==> config.mk <==
export PLATFORM = sky130hd
export DESIGN_NAME = jk_bank_sched
export DESIGN_NICKNAME = d
export VERILOG_FILES = /design/src/rtl/jk_bank_sched.sv
export SDC_FILE = /design/constraint.sdc
export NUM_CORES = 1
export LEC_CHECK = 0
export ABC_AREA = 1
export CAP_MARGIN = 5
export CORE_MARGIN = 3
export CORE_UTILIZATION = 40
export DETAILED_ROUTE_END_ITERATION = 16
export PLACE_DENSITY = 0.72
export SLEW_MARGIN = 5
export SYNTH_ARGS = -nofsm -noshare
export SYNTH_HDL_FRONTEND = slang
export SYNTH_SLANG_ARGS = --single-unit
==> constraint.sdc <==
create_clock -name CLK -period 1.3 [get_ports CLK]
set_input_delay 0.26 -clock CLK [delete_from_list [all_inputs] [get_ports CLK]]
set_output_delay 0.26 -clock CLK [all_outputs]
set_load 0.02 [all_outputs]
==> src/rtl/jk_bank_sched.sv <==
// ============================================================================
// Module   : jk_bank_sched
// Purpose  : Command sequencer that drives J/K of an external WIDTH-bit JK
//            flip-flop bank to load, clear or count it for N clock edges.
// Options  : define JK_BANK_SCHED_SAT_EN to make counting saturate, not wrap.
// Revision : 1.0 - initial release
// ============================================================================
`default_nettype none

module jk_bank_sched #(
  parameter int WIDTH = 4,
  parameter int CNT_W = 8
) (
  input  logic             CLK,
  input  logic             RST_n,
  input  logic             cmd_valid,
  output logic             cmd_ready,
  input  logic [1:0]       cmd_op,
  input  logic [WIDTH-1:0] cmd_data,
  input  logic [CNT_W-1:0] cmd_len,
  input  logic [WIDTH-1:0] Q,
  output logic [WIDTH-1:0] J,
  output logic [WIDTH-1:0] K,
  output logic             busy,
  output logic             done
);

  localparam logic [1:0] c_op_load  = 2'b00;
  localparam logic [1:0] c_op_up    = 2'b01;
  localparam logic [1:0] c_op_down  = 2'b10;
  localparam logic [1:0] c_op_clear = 2'b11;

  localparam logic [CNT_W-1:0] c_one = {{(CNT_W-1){1'b0}}, 1'b1};

  typedef enum logic [1:0] {
    c_idle = 2'd0,
    c_run  = 2'd1,
    c_done = 2'd2
  } state_t;

  state_t           r_state;
  logic [1:0]       r_op;
  logic [WIDTH-1:0] r_data;
  logic [CNT_W-1:0] r_cnt;

  logic [WIDTH-1:0] w_up;
  logic [WIDTH-1:0] w_dn;
  logic             w_sat;
  logic             w_is_count;

  assign cmd_ready  = (r_state == c_idle);
  assign busy       = (r_state == c_run);
  assign done       = (r_state == c_done);
  assign w_is_count = (cmd_op == c_op_up) || (cmd_op == c_op_down);

  // Ripple-carry/borrow toggle enables: bit i toggles when all lower bits are 1 (up) or 0 (down).
  always_comb begin
    logic a1;
    logic a0;
    a1   = 1'b1;
    a0   = 1'b1;
    w_up = '0;
    w_dn = '0;
    for (int i = 0; i < WIDTH; i++) begin
      w_up[i] = a1;
      w_dn[i] = a0;
      a1      = a1 & Q[i];
      a0      = a0 & ~Q[i];
    end
  end

`ifdef JK_BANK_SCHED_SAT_EN
  assign w_sat = ((r_op == c_op_up) && (&Q)) || ((r_op == c_op_down) && (~|Q));
`else
  assign w_sat = 1'b0;
`endif

  always_comb begin
    J = '0;
    K = '0;
    if (r_state == c_run) begin
      case (r_op)
        c_op_load: begin
          J = r_data;
          K = ~r_data;
        end
        c_op_clear: begin
          J = '0;
          K = '1;
        end
        c_op_up: begin
          if (!w_sat) begin
            J = w_up;
            K = w_up;
          end
        end
        default: begin
          if (!w_sat) begin
            J = w_dn;
            K = w_dn;
          end
        end
      endcase
    end
  end

  always_ff @(posedge CLK or negedge RST_n) begin
    if (!RST_n) begin
      r_state <= c_idle;
      r_op    <= 2'b00;
      r_data  <= '0;
      r_cnt   <= '0;
    end else begin
      case (r_state)
        c_idle: begin
          if (cmd_valid && cmd_ready) begin
            r_op   <= cmd_op;
            r_data <= cmd_data;
            r_cnt  <= cmd_len;
            // A zero-length count drives no bank edge at all.
            if (w_is_count && (cmd_len == '0)) begin
              r_state <= c_done;
            end else begin
              r_state <= c_run;
            end
          end
        end
        c_run: begin
          if ((r_op == c_op_load) || (r_op == c_op_clear)) begin
            r_state <= c_done;
          end else begin
            if (r_cnt != '0) begin
              r_cnt <= r_cnt - c_one;
            end
            if (w_sat || (r_cnt <= c_one)) begin
              r_state <= c_done;
            end
          end
        end
        c_done: begin
          r_state <= c_idle;
        end
        default: begin
          r_state <= c_idle;
        end
      endcase
    end
  end

endmodule

`default_nettype wire

# Yosys cells after proc, flatten, opt, wreduce, memory -nomap -nowiden
# Index checks and enable logic that the tools add are counted.
# totals
ff_bits	16
output_inout_bits	11
in_bits	21
# classes
n_reduce_logical	12
eq_ne	10
mux	13
magnitude_cmp	1
add_sub_neg	1
bitwise	8
# ops
op	n
2-to-1 mux 8 bit	3
one-hot mux 4 bit (3 select lines)	2
one-hot mux 8 bit (2 select lines)	1
<= comparator 8 x 1 -> 1 bit, second input constant	1
zero test 8 bit	1
2-to-1 mux 2 bit	4
2-to-1 mux 4 bit	2
nonzero test 8 bit	1
subtractor 8 x 1 -> 8 bit, second input constant	1
== test 2 x 1 -> 1 bit, second input constant	3
== test 2 bit, second input constant	3
bitwise AND 1 bit	4
zero test 2 bit	2
!= test 2 x 1 -> 1 bit, second input constant	2
NOT 4 bit	1
one-hot mux 2 bit (2 select lines)	1
AND reduction 2 bit	2
AND reduction 4 bit	1
!= test 3 x 1 -> 1 bit, second input constant	1
NOT 1 bit	3
logical AND 1 bit	2
logical OR 1 bit	2
!= test 2 bit, second input constant	1
nonzero test 2 bit	1

# Logic depth before layout (Yosys ltp)
# Gate-level depths: netlist of run 1.
# depth
ltp_word	6
depth_mapped	10
ltp_nobuf	9

# Worst setup path before layout of run 1
# Ideal clock, no wire load.
# synth_timing
kind	register -> output
start	register r_op[0]
end	output port J[3]
setup_slack_ns	-0.338
n_path_buf	0
t_required_ns	1.040
stages_incl_launch_ff	8
arrival_ns	1.378
path_cell_list	dfrtp_1 -> inv_1 -> ha_1 -> nand2_1 -> nand2_1 -> a21oi_1 -> o21ai_1 -> a21oi_1
# synth_between
elab_chain_cells	3
# synth_rtl
element	line	rtl
start: declaration	42	logic [1:0] r_op;
start signal: assignment	117	r_op <= cmd_op;
== test 2 x 1 -> 1 bit (tied with other cells)	82	case (r_op)
one-hot mux 4 bit (3 select lines) (*)	82	
2-to-1 mux 4 bit (*)	81	if (r_state == c_run) begin
end: declaration	22	output logic [WIDTH-1:0] J,
# Mark *: on every way between the ends. The rest lies on a longest branch, timed or not.

# Worst setup path in the final report of run 1
# layout_timing
start	register r_op[0]
end	output port K[1]
# layout_between
elab_chain_cells	3
# layout_rtl
element	line	rtl
== test 2 x 1 -> 1 bit (tied with other cells)	82	
one-hot mux 4 bit (3 select lines) (*)	82	
2-to-1 mux 4 bit (*)	81	
end: declaration	23	output logic [WIDTH-1:0] K,
# Marked as above.

==> results of run 1 <==
## final timing paths
kind	start	slack, ns	endpoint
max	r_op[0]	-0.69	K[1]
min reg2reg	r_data[2]	0.58	r_data[2]
max reg2reg	r_state[1]	-0.35	r_data[1]
min in group CLK	r_data[2]	0.58	r_data[2]
max in group asynchronous	RST_n	0.81	r_op[1]
min	RST_n	0.28	r_data[2]
## metal layers
metal  GRT usage  part of all wire  wire [um]  vias to the layer above
met5           0                 0          0                        -
met4       0.118             0.041        178                        0
met3      0.0234             0.051        222                       16
met1       0.260              0.38       1680                      710
li1            -                 -          -                      717
met2       0.460              0.52       2290                       51
## state kept, by name, summed over array words and instances, names as in the netlist
signal and count:
r_data 4, r_state 2, r_op 2, r_cnt 8
## Yosys cell counts
| library cell | instances |
|---|---|
| inv_1 | 22 |
| o21ai_1 | 9 |
| clkinv_1 | 1 |
| or2_2 | 3 |
| a31oi_1 | 1 |
| or2_1 | 4 |
| nor2_4 | 2 |
| nand3_1 | 18 |
| ha_1 | 6 |
| nor3_1 | 2 |
| a21oi_1 | 9 |
| dfrtp_1 | 16 |
| mux2_1 | 4 |
| buf_2 | 2 |
| inv_2 | 6 |
| nor2_2 | 1 |
| o21ai_0 | 6 |
| nor2_1 | 20 |
| buf_6 | 1 |
| nand2_2 | 3 |
| o31ai_1 | 1 |
| nand2_1 | 41 |
## cell usage in the layout (no fill, tap or decap), types with 3 or more instances in the layout
cell	count
buf_6	24
inv_1	11
clkdlybuf4s50_1	19
nand2_1	35
clkbuf_4	3
nand3_2	9
o21ai_1	6
o21ai_0	4
nand2_2	4
nand3_1	9
dfrtp_1	15
buf_4	30
or2_1	3
or2_4	4
nor2_1	16
inv_2	14
mux2_4	4
nand2_4	4
ha_4	3
nor2_4	5
a21oi_2	6
o21ai_2	4
## cell families after synthesis
kind of cell,count (synthesis),synth area share
simple gates,94,0.349
buf+inv,32,0.108
compound gates,26,0.111
flops,16,0.332
fa+ha+maj,6,0.0623
mux,4,0.0374
## per-stage QoR
step / worst slack [ns] / TNS, ns / instances
2_1_floorplan: -0.235 / -1.35 / 178
3_3_place_gp: -0.792 / -8.66 / 268
3_5_place_dp: -0.843 / -9.28 / 268
4_1_cts: -0.611 / -6.35 / 281
5_1_grt: -0.771 / -12.03 / 284
6_report: -0.689 / -10.37 / 284
## repair_timing
| action | CTS | global route |
|---|---|---|
| setup buffers | 8 | 4 |
| pin swaps | 11 | 15 |
| endpoints found under the setup margin | 27 | 27 |
| resized for setup | 103 | 37 |
| gates cloned | 1 | 0 |
## power by group
| group | internal (mW) | switching [mW] |
|---|---|---|
| Sequential | 0.753 | 0.248 |
| Clock | 0.171 | 0.175 |
| Combinational | 2.21 | 2.44 |
| Total | 3.13 | 2.87 |
## layout make-up
class                      instances  share of cell area
clock buffer                       4              0.0162
timing repair buffer              73               0.306
multi-input combinational        131               0.429
tap                               31              0.0173
sequential                        16               0.179
inverter                          29              0.0525
## critical path: stages, from the launching register on
cell     delay, ns
dfrtp_1       0.43
inv_2         0.08
ha_4          0.17
or2_4         0.27
nor3_4        0.15
or2_1         0.17
inv_2         0.05
buf_6         0.12
==> summary.txt, run 1 <==
Outcome
  • Status: finished, violations left
  • Failing checks: negative setup slack

STA
  • Minimum clock period: 1.99 ns
  • PnR worst setup slack: -0.689 ns
  • Final setup violation count: 27
  • Final Hold Viols: 0
  • Unrepaired setup endpoints after global routing: true
  • Final Slew Violations: 0
  • Min Hold Slack: 0.284 ns
  • Max-slew headroom: 0.817
  • Clock skew: 0.00151 ns
  • Actual slew at the worst max-slew pin: 0.274 ns
  • Max Clk Rate: 503 MHz
  • Tcrit/Tclk final: 1.53

Layout
  • P&R area growth vs syn: 86.1%
  • # nets final: 281
  • Area occupied by multi-input gates: 962 um^2
  • N_diodes: 0
  • Register area: 402 um^2
  • Share of cells above drive strength 1: 0.514
  • Final Instance Area: 2240 um^2
  • Fillers: 173
  • Util after Layout: 0.799

Clock tree
  • Worst-Skew Late Latency: 0.29 ns
  • CTS Hold Bufs: 0
  • Clock buffer depth: 2
  • Clk sinks: 16
  • Htree depth: 1
  • Clock root cell: clkbuf_4
  • CTS buffer count: 3
  • CTS tree: done
  • Worst-path clk slew: 0.10 ns

Yosys
  • Mapped Cells: 178
  • Cell variety after synth: 22
  • Synth top area cells: dfrtp_1 (33%), nand2_1 (13%), nand3_1 (7.5%)
  • Synth Cell Area: 1200 um^2
  • Post-synth top area cell: dfrtp_1
  • Register area share after synthesis: 0.332
  • Top cell type's share of synthesized area: 0.332
  • Synth warn: 0
  • Net Count, Synth: 205
  • Number of synthesized register bits: 16
  • Avg Synthesized Cell Area: 6.77 um^2

Worst setup path
  • Type of origin of the critical path: flop
  • Worst endpoint required time: 1.04 ns
  • Worst-path fanout max: 4
  • Kind of critical path: reg2out
  • FF-to-FF path depth: 8
  • CP endpoint kind: output port
  • CP arrival: 1.73 ns

GRT
  • Vias in the first global route: 1453
  • Total grt overflow: 0
  • First-pass GRT wire length: 6520 um
  • Initial antenna violation count: 0
  • Largest net degree at the start of global routing: 17
  • Total track usage: 0.241

Route
  • Routed vias/inst: 5.26
  • DRT Wirelength: 4370 um
  • Residual DRC: 0
  • Antenna-violating nets left: 0
  • First-pass DRT Iterations: 4
  • WL/cell: 15.4 um
  • Total number of vias: 1494
  • Initial DRC Count: 74

Floorplan
  • Floorplan Core Area: 2810 um^2
  • Full die area: 3710 um^2
  • Die Span Y: 60.9 um
  • Die X: 60.9 um
  • I/O pin total: 32
  • FP Rows: 19
  • Initial Utilization: 0.430

Placement
  • Routability congestion estimate: 0.901
  • Input/output buffers: 30
  • Cell Area, Placed: 1830 um^2
  • Detail Placement HPWL: 2670 um

Worst hold path
  • Worst min path class: in2async

Run
  • Max-cap violation count: 0

Pwr
  • Power per Cell Area: 2680 nW/um^2
  • Maximum vdd drop: 1.36 mV
  • Leakage: 1.08 nW
  • Total power: 6.00 mW
No activity file was read; power rests on OpenSTA's default activity.
==> run 2: changes to the inputs <==
--- a/config.mk
+++ b/config.mk
@@ -10,6 +10,7 @@
 export CORE_MARGIN = 3
 export CORE_UTILIZATION = 40
 export DETAILED_ROUTE_END_ITERATION = 16
+export MAX_ROUTING_LAYER = met4
 export PLACE_DENSITY = 0.72
 export SLEW_MARGIN = 5
 export SYNTH_ARGS = -nofsm -noshare
==> run 2 against run 1 <==
The flow still finishes with violations (negative setup slack). Critical path depth unchanged. Core utilization stayed put. Worst hold slack worse by 0.00078 ns. Register-to-register slack about the same. Sequential power barely moved. Via count fell by 0.27%. Clock skew increased by 0.00097 ns. Sequential share of layout area did not move. Design area did not move. Final cell count did not move. Combinational power barely moved. First-iteration DRC count decreased by 6.8%.
==> summary.txt, run 2 (synthesis gave the netlist of run 1 again) <==
Clock tree
  • CTS tree: done
  • Clk sinks: 16
  • CTS buffer count: 3
  • Worst-path clk slew: 0.10 ns
  • Worst-Skew Late Latency: 0.29 ns
  • Clock root cell: clkbuf_4
  • Clock buffer depth: 2
  • Htree depth: 1

Floorplan
  • Die Span Y: 60.9 um
  • Full die area: 3710 um^2
  • Die X: 60.9 um
  • FP Rows: 19
  • Floorplan Core Area: 2810 um^2
  • Initial Utilization: 0.430
  • I/O pin total: 32

STA
  • Min Hold Slack: 0.283 ns
  • Final Slew Violations: 0
  • Final Hold Viols: 0
  • Setup TNS Final: -10.35 ns
  • Tcrit/Tclk final: 1.53
  • PnR worst setup slack: -0.688 ns
  • Actual slew at the worst max-slew pin: 0.263 ns
  • Minimum clock period: 1.99 ns
  • Clock skew: 0.00248 ns
  • Max Clk Rate: 503 MHz
  • Final setup violation count: 27
  • Unrepaired setup endpoints after global routing: true
  • Max-slew headroom: 0.824

Layout
  • N_diodes: 0
  • Share of cells above drive strength 1: 0.514
  • # nets final: 281
  • Biggest regs: r_cnt x8, r_data x4
  • Cell Count, Final, Fillers Out: 284
  • Util after Layout: 0.799
  • Largest register FFs: 8
  • Commonest non-fill, non-tap cell in the layout: nand2_1
  • Final Instance Area: 2240 um^2
  • Fillers: 173
  • Most frequent cells in the layout: nand2_1 (35), buf_4 (30), buf_6 (24), clkdlybuf4s50_1 (19), nor2_1 (16)
  • Largest Register: r_cnt
  • P&R area growth vs syn: 86.1%

Pwr
  • Power per Cell Area: 2670 nW/um^2
  • Clk network pwr share: 0.058
  • Psw: 2.86 mW
  • Gate power share: 0.775
  • Maximum vdd drop: 1.36 mV
  • Sw frac: 0.477
  • Leakage: 1.08 nW
  • Seq pwr share: 0.167
  • Internal: 3.13 mW

Worst setup path
  • Worst endpoint required time: 1.04 ns
  • Crit path launch: r_op[0]
  • Worst-path fanout max: 4
  • R2r startpoint: r_state[1]
  • CP arrival: 1.73 ns
  • Kind of critical path: reg2out
  • CP endpoint kind: output port
  • Type of origin of the critical path: flop

Outcome
  • Status: finished, violations left
  • Failing checks: negative setup slack

GRT
  • Total track usage: 0.248
  • Total grt overflow: 0
  • Vias in the first global route: 1455
  • Initial antenna violation count: 0
  • First-pass GRT wire length: 6520 um
  • Largest net degree at the start of global routing: 17

Route
  • DRT Wirelength: 4350 um
  • Residual DRC: 0
  • WL/cell: 15.3 um
  • Antenna-violating nets left: 0
  • Initial DRC Count: 69
  • First-pass DRT Iterations: 4
  • Routed vias/inst: 5.25
  • Total number of vias: 1490

Worst hold path
  • Worst min path class: in2async

Placement
  • Input/output buffers: 30
  • Detail Placement HPWL: 2670 um
  • Cell Area, Placed: 1830 um^2
  • Routability congestion estimate: 0.916
  • Placed cells: 268

Run
  • Max-cap violation count: 0
[run 2: worst max-delay path, stage by stage, from the launching register on]
cell     delay, ns
dfrtp_1       0.43
inv_2         0.08
ha_4          0.17
or2_4         0.27
nor3_4        0.15
or2_1         0.17
inv_2         0.05
buf_6         0.12
[run 2: per-stage QoR]
| step | power, mW | worst slack [ns] |
|---|---|---|
| floorplan | 2.99 | -0.235 |
| global placement | 4.15 | -0.792 |
| detailed placement | 4.27 | -0.843 |
| CTS | 5.35 | -0.611 |
| global route | 6.44 | -0.771 |
| finish | 5.99 | -0.688 |
[run 2: power by group through the flow]
stage	registers, mW	logic (mW)	clock network (mW)
floorplan	0.956	2.03	0
global placement	0.944	3.21	0
detailed placement	0.955	3.31	0
CTS	0.970	4.03	0.349
global route	1.03	5.04	0.376
finish	1.00	4.65	0.346
[run 2: path summary, 6_finish.rpt]
path	end	slack [ns]	cells past startpoint
worst min register to register	r_data[2]	0.57	1
worst max register to register	r_data[1]	-0.35	8
max in group asynchronous	r_op[1]	0.81	2
worst max-delay path	K[1]	-0.69	7
min in group CLK	r_data[2]	0.57	1
worst min-delay path	r_data[0]	0.28	2
[run 2: layer usage]
metal / global-route usage / wire [um] / vias to the layer above
met4: 0.118 / 178 / 0
met3: 0.0234 / 218 / 16
li1: - / - / 716
met2: 0.460 / 2290 / 53
met5: - / 0 / -
met1: 0.260 / 1660 / 705
[run 2: area by class of cell]
type | count | area (um^2) | area share
multi-input cells | 131 | 962 | 0.429
flip-flops and latches | 16 | 402 | 0.179
well taps | 31 | 38.8 | 0.0173
clock buffers | 4 | 36.3 | 0.0162
inverters | 29 | 118 | 0.0525
repair buffers | 73 | 686 | 0.306
[run 2: what timing repair did]
item | in CTS | in global routing
pin swaps | 11 | 15
buffers inserted | 8 | 4
resized for setup | 103 | 37
endpoints found under the setup margin | 27 | 27
hold buffers | 0 | 0
gates cloned | 1 | 0
==> run 3: changes to the inputs <==
--- a/config.mk
+++ b/config.mk
@@ -9,6 +9,7 @@
 export CAP_MARGIN = 5
 export CORE_MARGIN = 3
 export CORE_UTILIZATION = 40
+export CTS_CLUSTER_DIAMETER = 50
 export DETAILED_ROUTE_END_ITERATION = 16
 export MAX_ROUTING_LAYER = met4
 export PLACE_DENSITY = 0.72
==> results of run 3 <==
No change in the layout: final DEF, timing and power equal those of run 2.
